--- config.mk ---
export PLATFORM = sky130hd
export DESIGN_NAME = freq_divider
export DESIGN_NICKNAME = d
export VERILOG_FILES = /design/src/rtl/freq_divider.sv
export SDC_FILE = /design/constraint.sdc
export NUM_CORES = 1
export LEC_CHECK = 0
export ABC_AREA = 1
export ABC_CLOCK_PERIOD_IN_PS = 3500
export CAP_MARGIN = 20
export CORE_MARGIN = 1
export CORE_UTILIZATION = 45
export CTS_BUF_LIST = sky130_fd_sc_hd__clkbuf_8
export DETAILED_ROUTE_END_ITERATION = 10
export PLACE_DENSITY = 0.67
export SKIP_LAST_GASP = 1
export SYNTH_ARGS = -nofsm -noshare
export SYNTH_HDL_FRONTEND = slang
export SYNTH_SLANG_ARGS = --single-unit
--- constraint.sdc ---
create_clock -name clk -period 3.5 [get_ports clk]
set_input_delay 0.525 -clock clk [delete_from_list [all_inputs] [get_ports clk]]
set_output_delay 0.525 -clock clk [all_outputs]
set_load 0.02 [all_outputs]
--- src/rtl/freq_divider.sv ---
// freq_divider: measures the high phase of infreq in clk cycles and regenerates a
// square wave whose half-period is high_time << n. Optional macro: FREQ_DIV_SYNC_EN.
module freq_divider #(
  parameter int CNT_W = 16,
  parameter int N_W   = 3
) (
  input  logic             clk,
  input  logic             rst,
  input  logic             adjust,
  input  logic             infreq,
  input  logic [N_W-1:0]   n,
  output logic             valid,
  output logic             outfreq,
  output logic [CNT_W-1:0] high_time,
  output logic             err
);

  localparam int SH_W = CNT_W + (1 << N_W) - 1;
  localparam logic [CNT_W-1:0] CNT_MAX = '1;
  localparam logic [CNT_W-1:0] CNT_ONE = CNT_W'(1);

  typedef enum logic [2:0] {IDLE, READY, SYNC, MEASURE, LOAD, GEN} state_t;

  state_t           state_q, state_d;
  logic             in_s, prev_q, rise, fall;
  logic [CNT_W-1:0] meas_cnt_q, meas_cnt_d;
  logic [CNT_W-1:0] half_q, half_d;
  logic [CNT_W-1:0] gen_cnt_q, gen_cnt_d;
  logic [CNT_W-1:0] high_time_q, high_time_d;
  logic             valid_q, valid_d;
  logic             outfreq_q, outfreq_d;
  logic             err_q, err_d;
  logic [SH_W-1:0]  shifted;

`ifdef FREQ_DIV_SYNC_EN
  logic sync1_q, sync2_q;

  always_ff @(posedge clk or posedge rst) begin
    if (rst) begin
      sync1_q <= 1'b0;
      sync2_q <= 1'b0;
    end else begin
      sync1_q <= infreq;
      sync2_q <= sync1_q;
    end
  end

  assign in_s = sync2_q;
`else
  assign in_s = infreq;
`endif

  assign rise = ~prev_q & in_s;
  assign fall = prev_q & ~in_s;

  always_comb begin
    state_d     = state_q;
    meas_cnt_d  = meas_cnt_q;
    half_d      = half_q;
    gen_cnt_d   = gen_cnt_q;
    high_time_d = high_time_q;
    outfreq_d   = outfreq_q;
    err_d       = err_q;
    shifted     = SH_W'(meas_cnt_q) << n;

    case (state_q)
      IDLE: begin
        if (adjust) state_d = READY;
      end
      READY: begin
        err_d = 1'b0;
        if (!adjust) state_d = SYNC;
      end
      SYNC: begin
        if (adjust) begin
          state_d = READY;
        end else if (rise) begin
          meas_cnt_d = CNT_ONE;
          state_d    = MEASURE;
        end
      end
      MEASURE: begin
        if (adjust) begin
          state_d = READY;
        end else if (fall) begin
          state_d = LOAD;
        end else if (in_s) begin
          if (meas_cnt_q == CNT_MAX) err_d = 1'b1;
          else meas_cnt_d = meas_cnt_q + CNT_ONE;
        end
      end
      LOAD: begin
        high_time_d = meas_cnt_q;
        // anything above CNT_W bits after the shift cannot be represented
        if (|shifted[SH_W-1:CNT_W]) begin
          half_d = CNT_MAX;
          err_d  = 1'b1;
        end else begin
          half_d = shifted[CNT_W-1:0];
        end
        gen_cnt_d = CNT_ONE;
        outfreq_d = 1'b0;
        state_d   = GEN;
      end
      GEN: begin
        if (adjust) begin
          state_d = READY;
        end else if (gen_cnt_q == half_q) begin
          outfreq_d = ~outfreq_q;
          gen_cnt_d = CNT_ONE;
        end else begin
          gen_cnt_d = gen_cnt_q + CNT_ONE;
        end
      end
      default: state_d = IDLE;
    endcase

    if (state_d == READY) outfreq_d = 1'b0;
    valid_d = (state_d == GEN);
  end

  always_ff @(posedge clk or posedge rst) begin
    if (rst) begin
      state_q     <= IDLE;
      prev_q      <= 1'b0;
      meas_cnt_q  <= '0;
      half_q      <= '0;
      gen_cnt_q   <= '0;
      high_time_q <= '0;
      valid_q     <= 1'b0;
      outfreq_q   <= 1'b0;
      err_q       <= 1'b0;
    end else begin
      state_q     <= state_d;
      prev_q      <= in_s;
      meas_cnt_q  <= meas_cnt_d;
      half_q      <= half_d;
      gen_cnt_q   <= gen_cnt_d;
      high_time_q <= high_time_d;
      valid_q     <= valid_d;
      outfreq_q   <= outfreq_d;
      err_q       <= err_d;
    end
  end

  assign valid     = valid_q;
  assign outfreq   = outfreq_q;
  assign high_time = high_time_q;
  assign err       = err_q;

endmodule

==> results.py, run 1 <==
metrics = {
    "run_status": {
        "outcome": "finished clean",
    },
    "clock_tree": {
        "ctsResizeCount": 0,
        "cts_hold_repair.buffers": 0,
        "root_buffer": "clkbuf_8",
        "htreeDepth": 3,
        "post_cts_buffers": 0,
        "cts_buffers": 9,
        "cts_sinks": 71,
        "clk_path_buf_depth": 2,
        "cts_tree": "built",
        "path_clk_slew_ps": 80,
        "clk_latency_ps": 350,
    },
    "grt": {
        "antenna_found_initial": 0,
        "grt_use_total_pct": 22.9,
        "grt_pass1_wl_mm": 18.3,
        "grt_pass1_vias": 3878,
        "met1_usage_pct": 30.1,
        "grt_busiest_layer": "met2",
        "grt_max_degree": 72,
        "overflow": 0,
        "grt_util_met2_pct": 37.9,
        "grtUsageMet3_pct": 4.79,
    },
    "yosys": {
        "synth_edf_count": 0,
        "yosysTopAreaCell": "dfrtp_1",
        "synth_area_per_cell_sq_um": 6.79,
        "syn_area_sq_um": 4410,
        "synthCells": 649,
        "synth-async-reset-ratio_pct": 100,
        "syn_nets": 658,
        "synthTopCellsByArea": "dfrtp_1 40%, nand2_1 19%, inv_1 6.9%, o21ai_0 6.2%, nor2_1 5.2%",
        "synth_flop_cell": "dfrtp_1",
        "synth_cell_types": 34,
        "ys_warn_count": 0,
        "synth_seq_cells": 71,
        "synth_top_area_share_pct": 40.3,
        "ys_seq_area_share_pct": 40.3,
    },
    "pwr": {
        "peakVddDrop_mv": 0.297,
        "power.leakage_nw": 2.40,
        "power.density_nw_per_um2": 546,
    },
    "final_layout": {
        "instances_no_fill": 800,
        "layout_commonest_cell": "nand2_1",
        "utilization_pct": 52.6,
        "area.growth.synth_to_final_pct": 12.0,
        "diodes": 0,
        "multiInputGateArea_sq_um": 2180,
        "seq_area_sq_um": 1780,
        "finalNetCount": 676,
        "final_area_sq_um": 4930,
        "fill_cells": 950,
        "drive_above_1_share_pct": 7.60,
        "final_cell_mix": "223 x nand2_1, 80 x inv_1, 71 x dfrtp_1",
    },
    "routing": {
        "vias_per_cell": 4.95,
        "drt-total-wl_mm": 10.2,
        "ant_nets": 0,
        "drc": 0,
        "initialDrtViolationCount": 263,
        "vias": 3959,
        "dr.pass1.iters": 5,
        "wl_per_cell_um": 12.7,
    },
    "worst_setup_path": {
        "r2r_slack_ps": 1440,
        "critPathCaptureType": "flop",
        "crit_family": "buffers and inverters",
        "critPathMaxFanout": 17,
        "crit_type": "in -> reg",
        "worstPathArrival_ps": 2420,
        "cp_slowest_cell": "clkdlybuf4s50_1",
        "worstPathRequired_ps": 3730,
        "cpPeakStageDelay_ps": 400,
        "worst-path-buf-inv": 4,
        "critical_path.cell_chain": "clkdlybuf4s50_1 -> buf_4 -> inv_1 -> nand3_1 -> nand2_1 -> nand2_1 -> o21ai_2 -> nand2_2 -> o21ai_0 -> inv_1",
        "start_kind": "input pin",
    },
    "timing": {
        "final-max-slew-violation-count": 0,
        "setup-tns-final_ps": 0,
        "max_slew_margin_pct": 38.7,
        "max_freq_mhz": 456,
        "min_period_over_period_pct": 62.6,
        "max_slew.worst_pin.slew_ps": 920,
        "min_period_ps": 2190,
        "finClkSkew_ps": 13.5,
        "final_hold_viol_count": 0,
        "setup_viol": 0,
        "fin_ws_ps": 1310,
        "rsz0062_at_grt": "false",
    },
    "die": {
        "die_x_um": 101,
        "placeableCoreArea_sq_um": 9370,
        "ios": 26,
        "die-area_sq_um": 10200,
        "num_rows": 35,
        "start_util_pct": 47.0,
        "die_h_um": 101,
    },
    "placed_design": {
        "io_buffer_count": 25,
        "placedInstanceArea_sq_um": 4730,
        "numPlacedInstances": 785,
        "gp_routability_congestion": 0.856,
        "pre_cts_slack_ps": 966,
        "dpl.hpwl_mm": 7.60,
    },
    "run": {
        "maxCapViolCount": 0,
    },
    "hold_path": {
        "hp-class": "reg -> reg",
    },
}
==> tightest hold or removal path, delay by kind of cell, from the launching register on <==
kind | cells | cell delay [ps]
flip-flops | 1 | 350
AO/OA/AOI/OAI | 1 | 60
AND/OR/NAND/NOR | 1 | 50
==> registers in the layout, summed over array words and instances, names as in the netlist <==
signal / count
err: 1
gen_cnt_q: 16
half_q: 16
high_time: 16
meas_cnt_q: 16
outfreq: 1
prev_q: 1
state_q: 3
valid: 1
==> logic make-up (layout without fill, tap and decap cells) <==
group	after synthesis	count (layout)	share of synthesized area [%]
simple gates	362	362	34.6
xor+xnor	14	14	2.78
mux	1	1	0.227
compound gates	89	89	11.2
flops	71	71	40.3
fa+ha+maj	2	2	0.568
buf+inv	110	132	10.3
==> final cells by class <==
cell class / count / share of cell area [%]
Clock buffer: 11 / 3.07
Clock inverter: 4 / 1.09
Inverter: 87 / 6.62
Multi-Input combinational cell: 468 / 44.1
Sequential cell: 71 / 36.0
Tap cell: 129 / 3.27
Timing Repair Buffer: 30 / 5.83
==> power breakdown <==
| group | switching, mW | internal, mW | total [mW] |
|---|---|---|---|
| Combinational | 0.565 | 0.329 | 0.893 |
| Clock | 0.320 | 0.367 | 0.686 |
| Sequential | 0.123 | 0.991 | 1.11 |
==> final timing paths <==
check / from / to / depth (start not counted)
setup reg to reg: state_q[0] / meas_cnt_q[8] / 8
min in group asynchronous: rst / state_q[1] / 3
setup / recovery: n[1] / half_q[13] / 10
hold / removal: high_time[2] / high_time[2] / 2
max in group asynchronous: rst / meas_cnt_q[8] / 3
hold reg to reg: high_time[2] / high_time[2] / 2
==> routing by layer <==
layer / up-vias / wire length, um
met5: - / 0
met4: 0 / 144
met3: 12 / 418
met2: 70 / 4650
met1: 1807 / 4970
li1: 2070 / -
==> synth_stat cells, types with 2 or more instances <==
cell      instances
a21oi_1           2
nand2_2           5
o21ai_0          55
nand3_2           3
nand3_1          44
nor3_1            5
nand3b_1          2
nand4_1          12
xor2_1           14
buf_6             2
o21ai_2          10
buf_1             2
inv_1            81
nand2_1         223
inv_2             5
nor2_2            2
clkbuf_1          7
buf_4             4
o21ai_1          18
ha_1              2
dfrtp_1          71
nor2_1           61
buf_2             8
==> per-stage QoR <==
stage | power (mW) | hold WS (ps)
after global routing | 2.92 | 519
after CTS | 2.73 | 498
after global placement | 2.00 | 470
final | 2.69 | 490
after detailed placement | 2.03 | 477
after floorplan | 1.77 | 486
Power figures use the tool's default switching activity.
==> inputs of run 2 (changes only) <==
--- a/config.mk
+++ b/config.mk
@@ -6,13 +6,13 @@
 export NUM_CORES = 1
 export LEC_CHECK = 0
 export ABC_AREA = 1
-export ABC_CLOCK_PERIOD_IN_PS = 3500
+export ABC_CLOCK_PERIOD_IN_PS = 1900
 export CAP_MARGIN = 20
 export CORE_MARGIN = 1
 export CORE_UTILIZATION = 45
 export CTS_BUF_LIST = sky130_fd_sc_hd__clkbuf_8
 export DETAILED_ROUTE_END_ITERATION = 10
-export PLACE_DENSITY = 0.67
+export PLACE_DENSITY = 0.69
 export SKIP_LAST_GASP = 1
 export SYNTH_ARGS = -nofsm -noshare
 export SYNTH_HDL_FRONTEND = slang
==> constraint.sdc (replaced) <==
create_clock -name clk -period 1.9 [get_ports clk]
set_input_delay 0.285 -clock clk [delete_from_list [all_inputs] [get_ports clk]]
set_output_delay 0.285 -clock clk [all_outputs]
set_load 0.02 [all_outputs]
==> run 2 against run 1 <==
Against the previous run: total power grew 89%; register-to-register slack got worse by 1300 ps; sequential share of layout area down 1.6 points; highest routed layer unchanged.
==> results.py, run 2 (same netlist as run 1, synthesis figures left out) <==
metrics = {
    "routing": {
        "initialDrtViolationCount": 254,
        "vias_per_cell": 5.02,
        "vias": 4149,
        "dr.pass1.iters": 5,
        "drt-total-wl_mm": 10.2,
        "wl_per_cell_um": 12.4,
        "ant_nets": 0,
        "drc": 0,
    },
    "die": {
        "die_h_um": 101,
        "die_x_um": 101,
        "ios": 26,
        "die-area_sq_um": 10200,
        "start_util_pct": 47.0,
        "num_rows": 35,
        "placeableCoreArea_sq_um": 9370,
    },
    "worst_setup_path": {
        "start_kind": "flop",
        "crit_type": "reg -> reg",
        "cp_slowest_cell": "dfrtp_1",
        "worstPathRequired_ps": 2140,
        "worst-path-buf-inv": 1,
        "worstPathArrival_ps": 1980,
        "critical_path.cell_chain": "ha_1 -> nand3_2 -> nor3_4 -> nand3_2 -> nand2_2 -> nand2_2 -> nand2_4 -> inv_2 -> nand2_1 -> o21ai_2",
        "critPathCaptureType": "flop",
        "r2r_slack_ps": 160,
        "critPathMaxFanout": 14,
        "cpPeakStageDelay_ps": 430,
        "crit_family": "simple AND/OR/NAND/NOR gates",
    },
    "pwr": {
        "finalPower_mw": 5.10,
        "power.leakage_nw": 2.54,
        "power.density_nw_per_um2": 987,
        "peakVddDrop_mv": 0.457,
    },
    "clock_tree": {
        "cts_tree": "built",
        "clk_latency_ps": 360,
        "cts_hold_repair.buffers": 0,
        "htreeDepth": 3,
        "cts_buffers": 9,
        "root_buffer": "clkbuf_8",
        "path_clk_slew_ps": 90,
        "cts_sinks": 71,
        "clk_path_buf_depth": 2,
    },
    "grt": {
        "grt_pass1_vias": 3890,
        "grt_pass1_wl_mm": 18.0,
        "overflow": 0,
        "antenna_found_initial": 0,
        "grt_max_degree": 49,
        "grt_use_total_pct": 22.5,
    },
    "timing": {
        "min_period_ps": 1740,
        "max_slew_margin_pct": 69.7,
        "final-max-slew-violation-count": 0,
        "finClkSkew_ps": 18.6,
        "min_period_over_period_pct": 91.6,
        "rsz0062_at_grt": "false",
        "max_slew.worst_pin.slew_ps": 455,
        "max_freq_mhz": 575,
        "setup_viol": 0,
        "whs_ps": 393,
        "final_hold_viol_count": 0,
    },
    "final_layout": {
        "fill_cells": 941,
        "layout_commonest_cell": "nand2_1",
        "multiInputGateArea_sq_um": 2180,
        "seq_area_sq_um": 1780,
        "diodes": 0,
        "finalNetCount": 701,
        "utilization_pct": 55.1,
        "drive_above_1_share_pct": 11.2,
        "area.growth.synth_to_final_pct": 17.3,
        "final_cell_mix": "223 x nand2_1, 80 x inv_1, 71 x dfrtp_1",
    },
    "hold_path": {
        "hp-class": "in -> async",
    },
    "placed_design": {
        "gp_routability_congestion": 0.854,
        "dpl.hpwl_mm": 7.74,
        "io_buffer_count": 25,
    },
    "run_status": {
        "outcome": "finished clean",
    },
    "run": {
        "maxCapViolCount": 0,
    },
}
run 2: cell count changes in the layout (fill, tap and decap cells not counted), moves of 2 or more:
cell,before,now
clkbuf_8,11,9
inv_6,1,3
buf_4,5,27
buf_12,0,3
run 2: path summary, 6_finish.rpt:
check / startpoint / end / cells past startpoint
worst max-delay path: meas_cnt_q[1] / meas_cnt_q[7] / 10
worst min-delay path: rst / outfreq / 3
worst max register to register: meas_cnt_q[1] / meas_cnt_q[7] / 10
worst min register to register: high_time[8] / high_time[8] / 2
max in group asynchronous: rst / half_q[13] / 3
min in group clk: infreq / prev_q / 1
run 2: through the flow:
step / std cells / cell area, sq um / setup TNS (ps) / worst slack [ps]
after global placement: 810 / 4960 / -480 / -66.7
after floorplan: 649 / 4410 / 0 / 235
after CTS: 826 / 5160 / 0 / 149
after detailed placement: 810 / 4960 / -1520 / -124
final: 826 / 5170 / 0 / 160
after global routing: 826 / 5170 / 0 / 28.5
run 2: repair_timing:
item	4_1_cts	5_1_grt
setup buffers	0	0
resized for setup	0	2
endpoints found under the setup margin	0	3
run 2: worst reg2reg max path, stage by stage, from the launching register on:
cell	delay [ps]
dfrtp_1	430
ha_1	220
nand3_2	110
nor3_4	180
nand3_2	130
nand2_2	80
nand2_2	80
nand2_4	90
inv_2	130
nand2_1	130
o21ai_2	50
run 2: report_power, final:
part | switching, mW | internal [mW]
clock network | 0.654 | 0.620
logic | 1.07 | 0.709
registers | 0.220 | 1.83
total | 1.95 | 3.15
run 2: per-layer routing:
layer	part of all wire [%]	vias to the layer above	GRT usage [%]
met5	0	-	0
met4	1.1	0	6.47
met3	3.3	10	4.16
met2	49	70	38.0
met1	47	1954	29.4
li1	-	2115	-
run 2: final cells by class:
| cell class | count | share of cell area (%) |
|---|---|---|
| Timing Repair Buffer | 55 | 9.93 |
| Inverter | 87 | 6.39 |
| Tap cell | 129 | 3.12 |
| Sequential cell | 71 | 34.4 |
| Clock buffer | 9 | 2.40 |
| Multi-Input combinational cell | 468 | 42.3 |
| Clock inverter | 7 | 1.50 |
==> inputs of run 3 (changes only) <==
--- a/config.mk
+++ b/config.mk
@@ -6,8 +6,9 @@
 export NUM_CORES = 1
 export LEC_CHECK = 0
 export ABC_AREA = 1
-export ABC_CLOCK_PERIOD_IN_PS = 1900
+export ABC_CLOCK_PERIOD_IN_PS = 1600
 export CAP_MARGIN = 20
+export CORE_ASPECT_RATIO = 0.7
 export CORE_MARGIN = 1
 export CORE_UTILIZATION = 45
 export CTS_BUF_LIST = sky130_fd_sc_hd__clkbuf_8
==> constraint.sdc (replaced) <==
create_clock -name clk -period 1.6 [get_ports clk]
set_input_delay 0.24 -clock clk [delete_from_list [all_inputs] [get_ports clk]]
set_output_delay 0.24 -clock clk [all_outputs]
set_load 0.02 [all_outputs]
==> run 3 against run 2 <==
Against the previous run: first-iteration DRC count grew 34%; largest power group is now combinational logic; sequential share of layout area down 3.3 points; the flow now finishes with violations (negative setup slack); critical path depth up 1.
==> results.py, run 3 (same netlist as run 1, synthesis figures left out) <==
metrics = {
    "run_status": {
        "outcome": "finished, violations left",
        "violations": "negative setup slack",
    },
    "timing": {
        "final_hold_viol_count": 0,
        "final-max-slew-violation-count": 0,
        "max_slew_margin_pct": 72.5,
        "rsz0062_at_grt": "true",
        "finClkSkew_ps": 8.46,
        "min_period_ps": 1600,
        "setup_viol": 1,
        "max_slew.worst_pin.slew_ps": 412,
        "max_freq_mhz": 625,
        "fin_ws_ps": -0.650,
        "min_period_over_period_pct": 100,
        "whs_ps": 220,
    },
    "pwr": {
        "peakVddDrop_mv": 0.474,
        "power.leakage_nw": 3.06,
        "power.density_nw_per_um2": 1130,
    },
    "routing": {
        "vias": 4384,
        "vias_per_cell": 5.04,
        "wl_per_cell_um": 13.6,
        "drc": 0,
        "drt-total-wl_mm": 11.9,
        "dr.pass1.iters": 5,
        "initialDrtViolationCount": 340,
        "ant_nets": 0,
    },
    "worst_setup_path": {
        "crit_type": "reg -> reg",
        "r2r-start": "meas_cnt_q[1]",
        "critPathMaxFanout": 7,
        "worstPathRequired_ps": 1860,
        "critPathCaptureType": "flop",
        "timing.reg2reg.worst_path_depth": 11,
        "crit_path_frequent_cell": "nand2_2",
        "r2r-end": "meas_cnt_q[8]",
        "worstPathArrival_ps": 1860,
        "worstSetupStartpoint": "meas_cnt_q[1]",
        "cp_slowest_cell": "dfrtp_1",
        "cpPeakStageDelay_ps": 400,
        "start_kind": "flop",
        "r2r_slack_ps": -0.7,
        "critical_path.cell_chain": "ha_4 -> nand3_4 -> nor3_4 -> nand3_2 -> nand2_2 -> nand2_2 -> nand2_4 -> inv_4 -> buf_12 -> nand2_2 -> o21ai_2",
        "crit_end": "meas_cnt_q[8]",
    },
    "grt": {
        "grt_use_total_pct": 24.5,
        "grt_max_degree": 30,
        "grt_pass1_wl_mm": 19.6,
        "grt_pass1_vias": 4202,
        "overflow": 0,
        "antenna_found_initial": 0,
    },
    "final_layout": {
        "diodes": 0,
        "fill_cells": 862,
        "final_cell_mix": "214 x nand2_1, 78 x inv_1, 67 x buf_4",
        "drive_above_1_share_pct": 20.8,
        "layout_commonest_cell": "nand2_1",
        "area.growth.synth_to_final_pct": 30.3,
        "finalNetCount": 749,
        "multiInputGateArea_sq_um": 2300,
        "instances_no_fill": 869,
        "seq_area_sq_um": 1780,
    },
    "run": {
        "maxCapViolCount": 0,
    },
    "placed_design": {
        "numPlacedInstances": 843,
        "io_buffer_count": 25,
        "pre_cts_slack_ps": -445,
        "dpl.hpwl_mm": 8.67,
        "gp_routability_congestion": 0.914,
    },
    "clock_tree": {
        "htreeDepth": 3,
        "cts_buffers": 9,
        "path_clk_slew_ps": 80,
        "root_buffer": "clkbuf_8",
        "cts_sinks": 71,
        "cts_hold_repair.buffers": 0,
        "clk_latency_ps": 370,
        "cts_tree": "built",
        "clk_path_buf_depth": 2,
    },
    "die": {
        "die-area_sq_um": 10200,
        "die_h_um": 84.8,
        "ios": 26,
        "num_rows": 29,
        "start_util_pct": 47.4,
        "die_x_um": 120,
        "placeableCoreArea_sq_um": 9290,
    },
    "hold_path": {
        "hp-class": "in -> async",
    },
}
-- run 3: cell count changes in the layout (fill, tap and decap cells not counted), sizes merged --
cell / before / now
dlygate4sd2: 0 / 2
clkdlybuf4s50: 25 / 10
inv: 88 / 86
buf: 30 / 76
nand2: 229 / 230
dlymetal6s2s: 0 / 13
clkinvlp: 2 / 3
clkbuf: 9 / 11
-- run 3: worst min path at each step --
stage / start / end / slack, ps / cells past startpoint
after floorplan: infreq / prev_q / 270 / 0
after global placement: high_time[7] / high_time[7] / 470 / 2
after detailed placement: high_time[8] / high_time[8] / 470 / 2
after CTS: rst / gen_cnt_q[1] / 220 / 2
after global routing: rst / gen_cnt_q[1] / 240 / 2
final: rst / prev_q / 220 / 2
-- run 3: worst max-delay path: cells and delay by family (launching register included) --
family	cells	cell delay, ps
flip-flops	1	400
AND/OR/NAND/NOR	7	680
AO/OA/AOI/OAI	1	50
buffers and inverters	2	190
adder cells (fa/ha/maj)	1	170
-- run 3: where the power goes --
part	leakage (nW)	internal [mW]	total, mW	switching [mW]
Combinational	2.02	1.11	2.60	1.49
Clock	0.0981	0.754	1.48	0.729
Sequential	0.938	2.17	2.41	0.243
Total	3.06	4.03	6.49	2.46
-- run 3: layout make-up --
class	instances	area share [%]
Clock inverter	6	1.05
Inverter	87	5.84
Clock buffer	10	2.40
Multi-Input combinational cell	469	40.1
Timing Repair Buffer	102	16.8
Tap cell	124	2.70
Sequential cell	71	31.1
-- run 3: layer usage --
metal,vias to the layer above,GRT usage (%),wire length (um)
li1,2222,-,-
met3,11,5.71,684
met4,0,6.62,120
met1,2048,35.8,6040
met2,103,36.2,5010
met5,-,0,0
-- run 3: timing repair --
action                     CTS  global route
pin swaps                    1             7
buffers inserted             1             7
cloned                       0             2
setup endpoints to repair   25            61
resized for setup            8            55
-- run 3: per-stage QoR --
stage	setup TNS, ps	area, sq um	total power [mW]	utilization [%]
final	-0.650	5740	6.49	61.8
after global routing	-2690	5740	6.96	61.8
after CTS	-0.374	5520	6.34	59.4
after detailed placement	-8230	5290	4.82	57.0
after global placement	-7050	5290	4.73	57.0
after floorplan	0	4430	3.90	-
